File: src/rtl/uart_pkg.sv
// Shared definitions for the parametrised UART receiver.
//   PAR_*       parity mode encodings for the PARITY parameter
//   rx_state_t  receive FSM states
//   calc_div    clock cycles per oversample tick, rounded to nearest
package uart_pkg;

    localparam int unsigned PAR_NONE = 0;
    localparam int unsigned PAR_ODD  = 1;
    localparam int unsigned PAR_EVEN = 2;

    typedef enum logic [2:0] {
        ST_IDLE,
        ST_START,
        ST_DATA,
        ST_PARITY,
        ST_STOP,
        ST_BREAK
    } rx_state_t;

    // Nearest-integer divide of the clock down to the oversample tick rate.
    function automatic int unsigned calc_div(input int unsigned clk_freq,
                                             input int unsigned baud,
                                             input int unsigned oversample);
        int unsigned tick_rate;
        tick_rate = baud * oversample;
        return (clk_freq + tick_rate / 2) / tick_rate;
    endfunction

endpackage

File: src/rtl/sync_fifo.sv
// First-word-fall-through FIFO with full/empty flags.
//   clk, rst_n  clock, asynchronous active-low reset (empties the FIFO)
//   push, wdata write request and word; ignored when full unless popping too
//   pop         read request; head advances when non-empty
//   rdata       head word (valid while !empty)
//   full, empty occupancy flags
module sync_fifo #(
    parameter int unsigned DEPTH = 4,
    parameter int unsigned WIDTH = 10
) (
    input  logic             clk,
    input  logic             rst_n,
    input  logic             push,
    input  logic [WIDTH-1:0] wdata,
    input  logic             pop,
    output logic [WIDTH-1:0] rdata,
    output logic             full,
    output logic             empty
);

    localparam int unsigned AW = $clog2(DEPTH);

    logic [WIDTH-1:0] mem [DEPTH];
    logic [AW:0]      wr_ptr;
    logic [AW:0]      rd_ptr;
    logic             wr_en;
    logic             rd_en;

    // Extra pointer MSB tells full (MSBs differ) from empty (pointers equal).
    assign empty = (wr_ptr == rd_ptr);
    assign full  = (wr_ptr[AW] != rd_ptr[AW]) && (wr_ptr[AW-1:0] == rd_ptr[AW-1:0]);

    // A pop frees the head slot this cycle, so a simultaneous push may use it.
    assign wr_en = push && (!full || pop);
    assign rd_en = pop && !empty;

    assign rdata = mem[rd_ptr[AW-1:0]];

    // Storage and pointers.
    always_ff @(posedge clk or negedge rst_n) begin
        if (!rst_n) begin
            wr_ptr <= '0;
            rd_ptr <= '0;
            mem    <= '{default: '0};
        end else begin
            if (wr_en) begin
                mem[wr_ptr[AW-1:0]] <= wdata;
                wr_ptr              <= wr_ptr + (AW+1)'(1);
            end
            if (rd_en) begin
                rd_ptr <= rd_ptr + (AW+1)'(1);
            end
        end
    end

endmodule

File: src/rtl/uart_rx_param.sv
// Parametrised UART receiver with oversampling and a receive FIFO.
//   clk, rst_n   system clock, asynchronous active-low reset
//   rxd          serial line (idle high), asynchronous to clk
//   rx_data      head-of-FIFO data word
//   rx_perr      parity error of the head word
//   rx_ferr      framing error of the head word
//   rx_valid     FIFO non-empty
//   rx_ready     consumer accepts the head word when rx_valid && rx_ready
//   overrun      sticky: a frame arrived while the FIFO was full
//   overrun_clr  single-cycle clear of overrun
module uart_rx_param
    import uart_pkg::*;
#(
    parameter int unsigned CLK_FREQ   = 100_000_000,
    parameter int unsigned BAUD       = 9600,
    parameter int unsigned OVERSAMPLE = 16,
    parameter int unsigned DATA_BITS  = 8,
    parameter int unsigned PARITY     = 0,
    parameter int unsigned STOP_BITS  = 1,
    parameter int unsigned FIFO_DEPTH = 4
) (
    input  logic                 clk,
    input  logic                 rst_n,
    input  logic                 rxd,
    output logic [DATA_BITS-1:0] rx_data,
    output logic                 rx_perr,
    output logic                 rx_ferr,
    output logic                 rx_valid,
    input  logic                 rx_ready,
    output logic                 overrun,
    input  logic                 overrun_clr
);

    localparam int unsigned DIV   = calc_div(CLK_FREQ, BAUD, OVERSAMPLE);
    localparam int unsigned DIV_W = (DIV > 1) ? $clog2(DIV) : 1;
    localparam int unsigned OS_W  = $clog2(OVERSAMPLE);
    localparam int unsigned BIT_W = $clog2(DATA_BITS);
    localparam int unsigned FW    = DATA_BITS + 2;

    logic [DIV_W-1:0]     div_cnt;
    logic                 tick;
    logic                 rxd_meta;
    logic                 rxd_s;

    rx_state_t            state,   state_d;
    logic [OS_W-1:0]      cnt,     cnt_d;
    logic [BIT_W-1:0]     bit_cnt, bit_d;
    logic [DATA_BITS-1:0] shreg,   shreg_d;
    logic                 perr,    perr_d;
    logic                 ferr,    ferr_d;
    logic                 push_c;
    logic                 mid;

    logic [FW-1:0]        fifo_wdata;
    logic [FW-1:0]        fifo_rdata;
    logic                 fifo_full;
    logic                 fifo_empty;
    logic                 pop;

    // Free-running oversample tick generator.
    assign tick = (div_cnt == DIV_W'(DIV - 1));

    always_ff @(posedge clk or negedge rst_n) begin
        if (!rst_n) begin
            div_cnt <= '0;
        end else if (tick) begin
            div_cnt <= '0;
        end else begin
            div_cnt <= div_cnt + DIV_W'(1);
        end
    end

    // Two-flop synchroniser; resets to the idle line level.
    always_ff @(posedge clk or negedge rst_n) begin
        if (!rst_n) begin
            rxd_meta <= 1'b1;
            rxd_s    <= 1'b1;
        end else begin
            rxd_meta <= rxd;
            rxd_s    <= rxd_meta;
        end
    end

    // FSM and datapath registers.
    always_ff @(posedge clk or negedge rst_n) begin
        if (!rst_n) begin
            state   <= ST_IDLE;
            cnt     <= '0;
            bit_cnt <= '0;
            shreg   <= '0;
            perr    <= 1'b0;
            ferr    <= 1'b0;
        end else begin
            state   <= state_d;
            cnt     <= cnt_d;
            bit_cnt <= bit_d;
            shreg   <= shreg_d;
            perr    <= perr_d;
            ferr    <= ferr_d;
        end
    end

    // Mid-bit point once the counter is aligned to the start-bit centre.
    assign mid = (cnt == OS_W'(OVERSAMPLE - 1));

    // Next-state and datapath logic; everything advances on ticks only.
    always_comb begin
        state_d = state;
        cnt_d   = cnt;
        bit_d   = bit_cnt;
        shreg_d = shreg;
        perr_d  = perr;
        ferr_d  = ferr;
        push_c  = 1'b0;

        if (tick) begin
            case (state)
                ST_IDLE: begin
                    if (!rxd_s) begin
                        cnt_d   = '0;
                        state_d = ST_START;
                    end
                end
                ST_START: begin
                    if (cnt == OS_W'(OVERSAMPLE / 2 - 1)) begin
                        if (rxd_s) begin
                            state_d = ST_IDLE;
                        end else begin
                            cnt_d   = '0;
                            bit_d   = '0;
                            perr_d  = 1'b0;
                            ferr_d  = 1'b0;
                            state_d = ST_DATA;
                        end
                    end else begin
                        cnt_d = cnt + OS_W'(1);
                    end
                end
                ST_DATA: begin
                    if (mid) begin
                        cnt_d   = '0;
                        shreg_d = {rxd_s, shreg[DATA_BITS-1:1]};
                        if (bit_cnt == BIT_W'(DATA_BITS - 1)) begin
                            bit_d   = '0;
                            state_d = (PARITY != PAR_NONE) ? ST_PARITY : ST_STOP;
                        end else begin
                            bit_d = bit_cnt + BIT_W'(1);
                        end
                    end else begin
                        cnt_d = cnt + OS_W'(1);
                    end
                end
                ST_PARITY: begin
                    if (mid) begin
                        cnt_d   = '0;
                        perr_d  = ((^shreg) ^ rxd_s) != (PARITY == PAR_ODD);
                        state_d = ST_STOP;
                    end else begin
                        cnt_d = cnt + OS_W'(1);
                    end
                end
                ST_STOP: begin
                    if (mid) begin
                        cnt_d  = '0;
                        ferr_d = ferr | ~rxd_s;
                        if (bit_cnt == BIT_W'(STOP_BITS - 1)) begin
                            bit_d   = '0;
                            push_c  = 1'b1;
                            // A low stop bit may be a break; wait for idle first.
                            state_d = ferr_d ? ST_BREAK : ST_IDLE;
                        end else begin
                            bit_d = bit_cnt + BIT_W'(1);
                        end
                    end else begin
                        cnt_d = cnt + OS_W'(1);
                    end
                end
                ST_BREAK: begin
                    if (rxd_s) begin
                        state_d = ST_IDLE;
                    end
                end
                default: state_d = ST_IDLE;
            endcase
        end
    end

    assign fifo_wdata = {shreg, perr, ferr_d};
    assign pop        = rx_valid && rx_ready;

    sync_fifo #(
        .DEPTH (FIFO_DEPTH),
        .WIDTH (FW)
    ) u_fifo (
        .clk   (clk),
        .rst_n (rst_n),
        .push  (push_c),
        .wdata (fifo_wdata),
        .pop   (pop),
        .rdata (fifo_rdata),
        .full  (fifo_full),
        .empty (fifo_empty)
    );

    assign rx_valid = !fifo_empty;
    assign rx_data  = fifo_rdata[FW-1:2];
    assign rx_perr  = fifo_rdata[1];
    assign rx_ferr  = fifo_rdata[0];

    // Sticky overrun; a new drop wins over a simultaneous clear.
    always_ff @(posedge clk or negedge rst_n) begin
        if (!rst_n) begin
            overrun <= 1'b0;
        end else if (push_c && fifo_full && !pop) begin
            overrun <= 1'b1;
        end else if (overrun_clr) begin
            overrun <= 1'b0;
        end
    end

endmodule

File: config.mk
export PLATFORM = sky130hd
export DESIGN_NAME = uart_rx_param
export DESIGN_NICKNAME = d
export VERILOG_FILES = /design/src/rtl/uart_pkg.sv /design/src/rtl/sync_fifo.sv /design/src/rtl/uart_rx_param.sv
export SDC_FILE = /design/constraint.sdc
export NUM_CORES = 1
export LEC_CHECK = 0
export CAP_MARGIN = 0
export CORE_MARGIN = 1
export CORE_UTILIZATION = 45
export CTS_CLUSTER_DIAMETER = 30
export DETAILED_ROUTE_END_ITERATION = 10
export PLACE_DENSITY_LB_ADDON = 0.1
export SYNTH_ARGS = -nofsm -noshare
export SYNTH_HDL_FRONTEND = slang
export SYNTH_SLANG_ARGS = --single-unit
File: constraint.sdc
create_clock -name clk -period 3.5 [get_ports clk]
set_input_delay 0.525 -clock clk [delete_from_list [all_inputs] [get_ports clk]]
set_output_delay 0.525 -clock clk [all_outputs]
set_load 0.02 [all_outputs]
==> results.py, run 1 <==
metrics = {
    "clock_tree": {
        "cts.clk_slew.worst_paths_ps": 90,
        "cts_max_level": 3,
        "postCtsSetupBuffers": 0,
        "numClockSinks": 79,
        "cts_tree": "built",
        "cts_buffer_depth": 2,
        "cts_hold_buf": 0,
        "clk_latency_ps": 360,
        "numCtsBuffers": 9,
        "cts-resized-gates": 0,
        "root_buffer": "clkbuf_8",
    },
    "worst_setup_path": {
        "startpoint_type": "flip-flop",
        "critPathKind": "flip-flop to flip-flop",
        "arrival_ps": 2910,
        "crit_path_max_fanout": 11,
        "cp_slowest_stage_delay_ps": 660,
        "cp_slowest_cell": "nand4_1",
        "crit_chain": "ha_1, nand3_1, nor4_4, nand4_1, mux2_2",
        "crit_start": "cnt[0]",
        "worstPathRequired_ps": 3740,
        "r2r_start": "cnt[0]",
        "end_kind": "flip-flop",
    },
    "logic_synthesis": {
        "yosys_register_bits": 79,
        "synth_edf_count": 0,
        "syn_inst": 303,
        "async_flop_share_pct": 100.0,
        "synth.distinct_cells": 51,
        "synth_nets": 319,
        "synthMostInstantiatedCell": "dfrtp_1",
        "syn_area_per_cell_um2": 13.05,
        "netlist_top_cells_area": "dfrtp_1 (49%), mux2_2 (14%), mux4_2 (5.7%)",
        "synth.cell_area_um2": 3955,
        "yosysWarnings": 0,
        "synth_top_area_cell": "dfrtp_1",
        "yosysSeqAreaShare_pct": 50.05,
        "synth_common_cells": "dfrtp_1 (77), mux2_2 (50), xnor2_1 (19), inv_1 (14), ha_1 (11)",
        "synth_top_cell_area_share_pct": 48.72,
        "ys.flop_type": "dfrtp_1",
    },
    "timing": {
        "tns_ps": 0,
        "slew_violations": 0,
        "setup_viol": 0,
        "hold_violations": 0,
        "skew_ps": 13.14,
        "grt_setup_unrepaired": "no",
        "finalCritPeriodShare_pct": 76.15,
        "min_period_ps": 2665,
        "fmax_mhz": 375.2,
        "relSlewSlack_pct": 34.29,
        "worst_slew_pin_slew_ps": 985.7,
    },
    "global_route": {
        "use_met2_pct": 29.23,
        "grt_use_met3_pct": 4.502,
        "antenna_found_initial": 0,
        "grt_pass1_vias": 2398,
        "globalRouteTotalUtil_pct": 17.92,
        "grt.busiest_layer": "met2",
        "grt_pass1_wl_um": 12110,
        "grt_max_degree": 80,
        "grtUsageMet1_pct": 23.40,
        "overflow": 0,
    },
    "layout": {
        "syn_to_final_growth_pct": 11.83,
        "utilization_pct": 53.03,
        "diodes": 0,
        "drive_gt1_share_pct": 28.22,
        "nFillCells": 721,
        "fin_nets": 337,
        "fin_area_um2": 4423,
        "multi_input_comb_area_um2": 1876,
        "regArea_um2": 1979,
    },
    "placement": {
        "placed_area_um2": 4219,
        "gp_congestion": 0.8083,
        "hpwl_um": 4706,
        "port_buffers": 16,
    },
    "floorplanning": {
        "die-area_um2": 9168,
        "start_util_pct": 47.42,
        "io_pins": 17,
        "coreArea_um2": 8341,
        "die_y_um": 95.75,
        "num_rows": 33,
        "die_w_um": 95.75,
    },
    "run_status": {
        "outcome": "completed",
    },
    "route": {
        "antenna_left": 0,
        "vias": 2367,
        "first_pass_iters": 4,
        "drt-total-wl_um": 7147,
        "viasPerCell": 5.492,
        "wl_per_cell_um": 16.58,
        "drc": 0,
        "drt_iter0_markers": 88,
    },
    "power_and_ir_drop": {
        "powerDensity_nw_per_um2": 370.2,
        "vdd_drop_max_mv": 0.2358,
        "p_leak_uw": 0.002056,
        "fin_total_pwr_uw": 1637,
    },
    "run": {
        "drv_cap": 0,
    },
    "hold_path": {
        "hp-class": "input pin to asynchronous set/reset pin",
    },
}
layout make-up:
type | instances | share of cell area (%)
Timing Repair Buffer | 19 | 4.074
Sequential cell | 79 | 44.75
Inverter | 14 | 1.188
Multi-Input combinational cell | 198 | 42.40
Clock inverter | 7 | 1.810
Clock buffer | 9 | 2.801
Tap cell | 105 | 2.970
registers in the layout, indices dropped and copies added (netlist names), 3 cells and up:
signal	cells
u_fifo.mem	40
div_cnt	10
shreg	8
cnt	4
bit_cnt	3
state	3
u_fifo.rd_ptr	3
u_fifo.wr_ptr	3
final timing paths:
check | to | slack (ps) | depth (start not counted)
worst min-delay path | u_fifo.rd_ptr[2] | 320 | 1
min in group clk | rxd_s | 360 | 0
worst max register to register | u_fifo.mem[5] | 830 | 5
max in group asynchronous | div_cnt[7] | 2540 | 1
worst min register to register | rxd_s | 360 | 0
worst max-delay path | u_fifo.mem[5] | 830 | 5
cells in the final DEF (no fill, tap or decap), types with 4 or more instances in the layout:
master and instances:
xor2_1 5, nand3_1 10, o21ai_0 10, ha_1 11
nor2_1 10, xnor2_1 19, dfrtp_1 77, mux4_2 10
nand4_1 5, inv_1 14, mux2i_1 5, clkbuf_8 9
buf_4 4, nand2_1 8, clkdlybuf4s50_1 15, mux2_2 50
worst max-delay path, delay by kind of cell, from the launching register on:
kind / cells / cell delay (ps)
mux: 1 / 500
simple gates: 3 / 1340
fa+ha+maj: 1 / 310
flops: 1 / 390
power by group:
group | internal [uW] | total, uW | switching (uW)
clock network | 339 | 696 | 356
registers | 914 | 916 | 2.02
logic | 5.88 | 25.7 | 19.8
total | 1260 | 1640 | 378
cell families after synthesis:
group / synth area share [%]
muxes: 21.20
adders and majority gates: 3.480
and+or+nand+nor: 10.85
DFF: 50.05
AOI/OAI and AO/OA: 6.011
buffers and inverters: 2.531
xor gates and xnor gates: 5.884
per-stage QoR:
stage	std cells	worst slack, ps	hold slack (ps)
after floorplan	303	1349	229.4
after global placement	415	933.3	348.0
after detailed placement	415	831.3	349.4
after CTS	431	812.4	362.8
after global routing	431	638.9	363.5
final	431	834.6	321.0
per-layer routing:
metal	part of all wire (%)	up-vias
li1	-	1154
met1	46	1176
met2	49	28
met3	2.8	9
met4	1.4	0
met5	0	-
Note: power is estimated with default switching activity, not from simulation.
==> run 2, diff against run 1 <==
==> constraint.sdc (replaced) <==
create_clock -name clk -period 2.65 [get_ports clk]
set_input_delay 0.3975 -clock clk [delete_from_list [all_inputs] [get_ports clk]]
set_output_delay 0.3975 -clock clk [all_outputs]
set_load 0.02 [all_outputs]
==> results.py, run 2 (synthesis gave the netlist of run 1 again) <==
metrics = {
    "floorplanning": {
        "io_pins": 17,
        "coreArea_um2": 8341,
        "die_y_um": 95.75,
        "die_w_um": 95.75,
        "die-area_um2": 9168,
        "start_util_pct": 47.42,
        "num_rows": 33,
    },
    "clock_tree": {
        "clk_latency_ps": 360,
        "postCtsSetupBuffers": 0,
        "cts_hold_buf": 0,
        "numClockSinks": 79,
        "cts_buffer_depth": 2,
        "numCtsBuffers": 9,
        "cts_max_level": 3,
        "cts.clk_slew.worst_paths_ps": 90,
        "cts_tree": "built",
        "root_buffer": "clkbuf_8",
        "cts-resized-gates": 0,
    },
    "placement": {
        "port_buffers": 16,
        "dp.cells": 423,
        "gp_congestion": 0.8564,
        "hpwl_um": 5064,
    },
    "timing": {
        "hold_violations": 0,
        "setup_viol": 0,
        "relSlewSlack_pct": 58.24,
        "slew_violations": 0,
        "worst_slew_pin_slew_ps": 626.4,
        "skew_ps": 10.88,
        "tns_ps": 0,
        "fmax_mhz": 401.2,
        "grt_setup_unrepaired": "no",
        "min_period_ps": 2492,
        "finalCritPeriodShare_pct": 94.05,
    },
    "route": {
        "first_pass_iters": 4,
        "antenna_left": 0,
        "vias": 2441,
        "wl_per_cell_um": 17.05,
        "drc": 0,
        "viasPerCell": 5.560,
        "drt-total-wl_um": 7487,
        "drt_iter0_markers": 63,
    },
    "global_route": {
        "overflow": 0,
        "grt_pass1_wl_um": 12280,
        "antenna_found_initial": 0,
        "globalRouteTotalUtil_pct": 18.52,
        "grt_max_degree": 47,
        "grt_pass1_vias": 2430,
    },
    "worst_setup_path": {
        "critPathKind": "flip-flop to output port",
        "crit_path_max_fanout": 13,
        "ff2ff_setup_slack_ps": 250,
        "r2r_start": "div_cnt[0]",
        "reg2reg_to": "shreg[2]",
        "worstPathRequired_ps": 2250,
        "startpoint_type": "flip-flop",
        "end_kind": "output port",
        "r2r_cells": 6,
        "arrival_ps": 2090,
    },
    "layout": {
        "layout_common_cells": "dfrtp_1 (77), mux2_2 (50), xnor2_1 (19)",
        "layoutNonFillerInstCount": 439,
        "drive_gt1_share_pct": 29.94,
        "diodes": 0,
        "largest_reg_flops": 40,
        "biggestRegsByFlops": "u_fifo.mem: 40 flops, div_cnt: 10 flops, shreg: 8 flops",
        "syn_to_final_growth_pct": 14.30,
        "fin_nets": 345,
        "final_common_cell": "dfrtp_1",
        "regMostFlops": "u_fifo.mem",
    },
    "power_and_ir_drop": {
        "vdd_drop_max_mv": 0.2708,
        "powerDensity_nw_per_um2": 501.4,
        "p_leak_uw": 0.002107,
    },
    "run": {
        "drv_cap": 0,
    },
    "hold_path": {
        "hp-class": "input pin to asynchronous set/reset pin",
    },
    "run_status": {
        "outcome": "completed",
    },
}
## run 2: cell types whose count changed in the layout (fill, tap and decap cells not counted)
cell / change
bufinv_16: +1
buf_4: +7
buf_12: +1
clkinv_2: -1
inv_6: -1
clkinv_4: +1
## run 2: final cells by class
type / instances / area [um2]
inverters: 14 / 52.55
clock buffers: 9 / 123.9
clock inverters: 7 / 105.1
fillers: 734 / 3820
multi-input cells: 198 / 1876
flip-flops and latches: 79 / 1979
well taps: 105 / 131.4
repair buffers: 27 / 252.7
## run 2: how the worst max path moves through the flow
| stage | to | start | slack [ps] |
|---|---|---|---|
| 2_1_floorplan | shreg[0] | div_cnt[0] | 500 |
| 3_3_place_gp | shreg[4] | div_cnt[0] | 330 |
| 3_5_place_dp | shreg[4] | div_cnt[0] | 260 |
| 4_1_cts | rx_ferr | u_fifo.rd_ptr[1] | 130 |
| 5_1_grt | rx_ferr | u_fifo.rd_ptr[1] | 60 |
| 6_report | rx_ferr | u_fifo.rd_ptr[1] | 160 |
## run 2: per-stage QoR
step	area (um2)	utilization, %	worst slack [ps]	hold WS [ps]	total power, uW
2_1_floorplan	3955	-	499.3	101.9	1239
3_3_place_gp	4292	51.46	334.3	348.0	1274
3_5_place_dp	4292	51.46	257.4	349.1	1275
4_1_cts	4521	54.20	129.2	57.36	2310
5_1_grt	4521	54.20	57.68	80.74	2370
6_report	4521	54.20	157.8	46.96	2267
## run 2: worst max-delay path, cell delays in order, from the launching register on
cell and delay (ps):
dfrtp_1 750, mux4_2 430, clkdlybuf4s50_1 560
## run 2: where the power goes
part           internal [uW]  switching [uW]
logic                   10.9            27.3
registers               1210            2.61
clock network            543             475
total                   1760             505
## run 2: routing by layer
layer	global-route usage, %	share of wire, %
met2	30.12	51
met3	4.265	3.2
met1	24.43	45
met4	6.343	0.88
met5	0	0
==> run 3, diff against run 2 <==
--- a/config.mk
+++ b/config.mk
@@ -8,7 +8,7 @@
 export CAP_MARGIN = 0
 export CORE_MARGIN = 1
 export CORE_UTILIZATION = 45
-export CTS_CLUSTER_DIAMETER = 30
+export CTS_CLUSTER_DIAMETER = 120
 export DETAILED_ROUTE_END_ITERATION = 10
 export PLACE_DENSITY_LB_ADDON = 0.1
 export SYNTH_ARGS = -nofsm -noshare
==> results of run 3 <==
No change in the layout: final DEF, timing and power equal those of run 2.
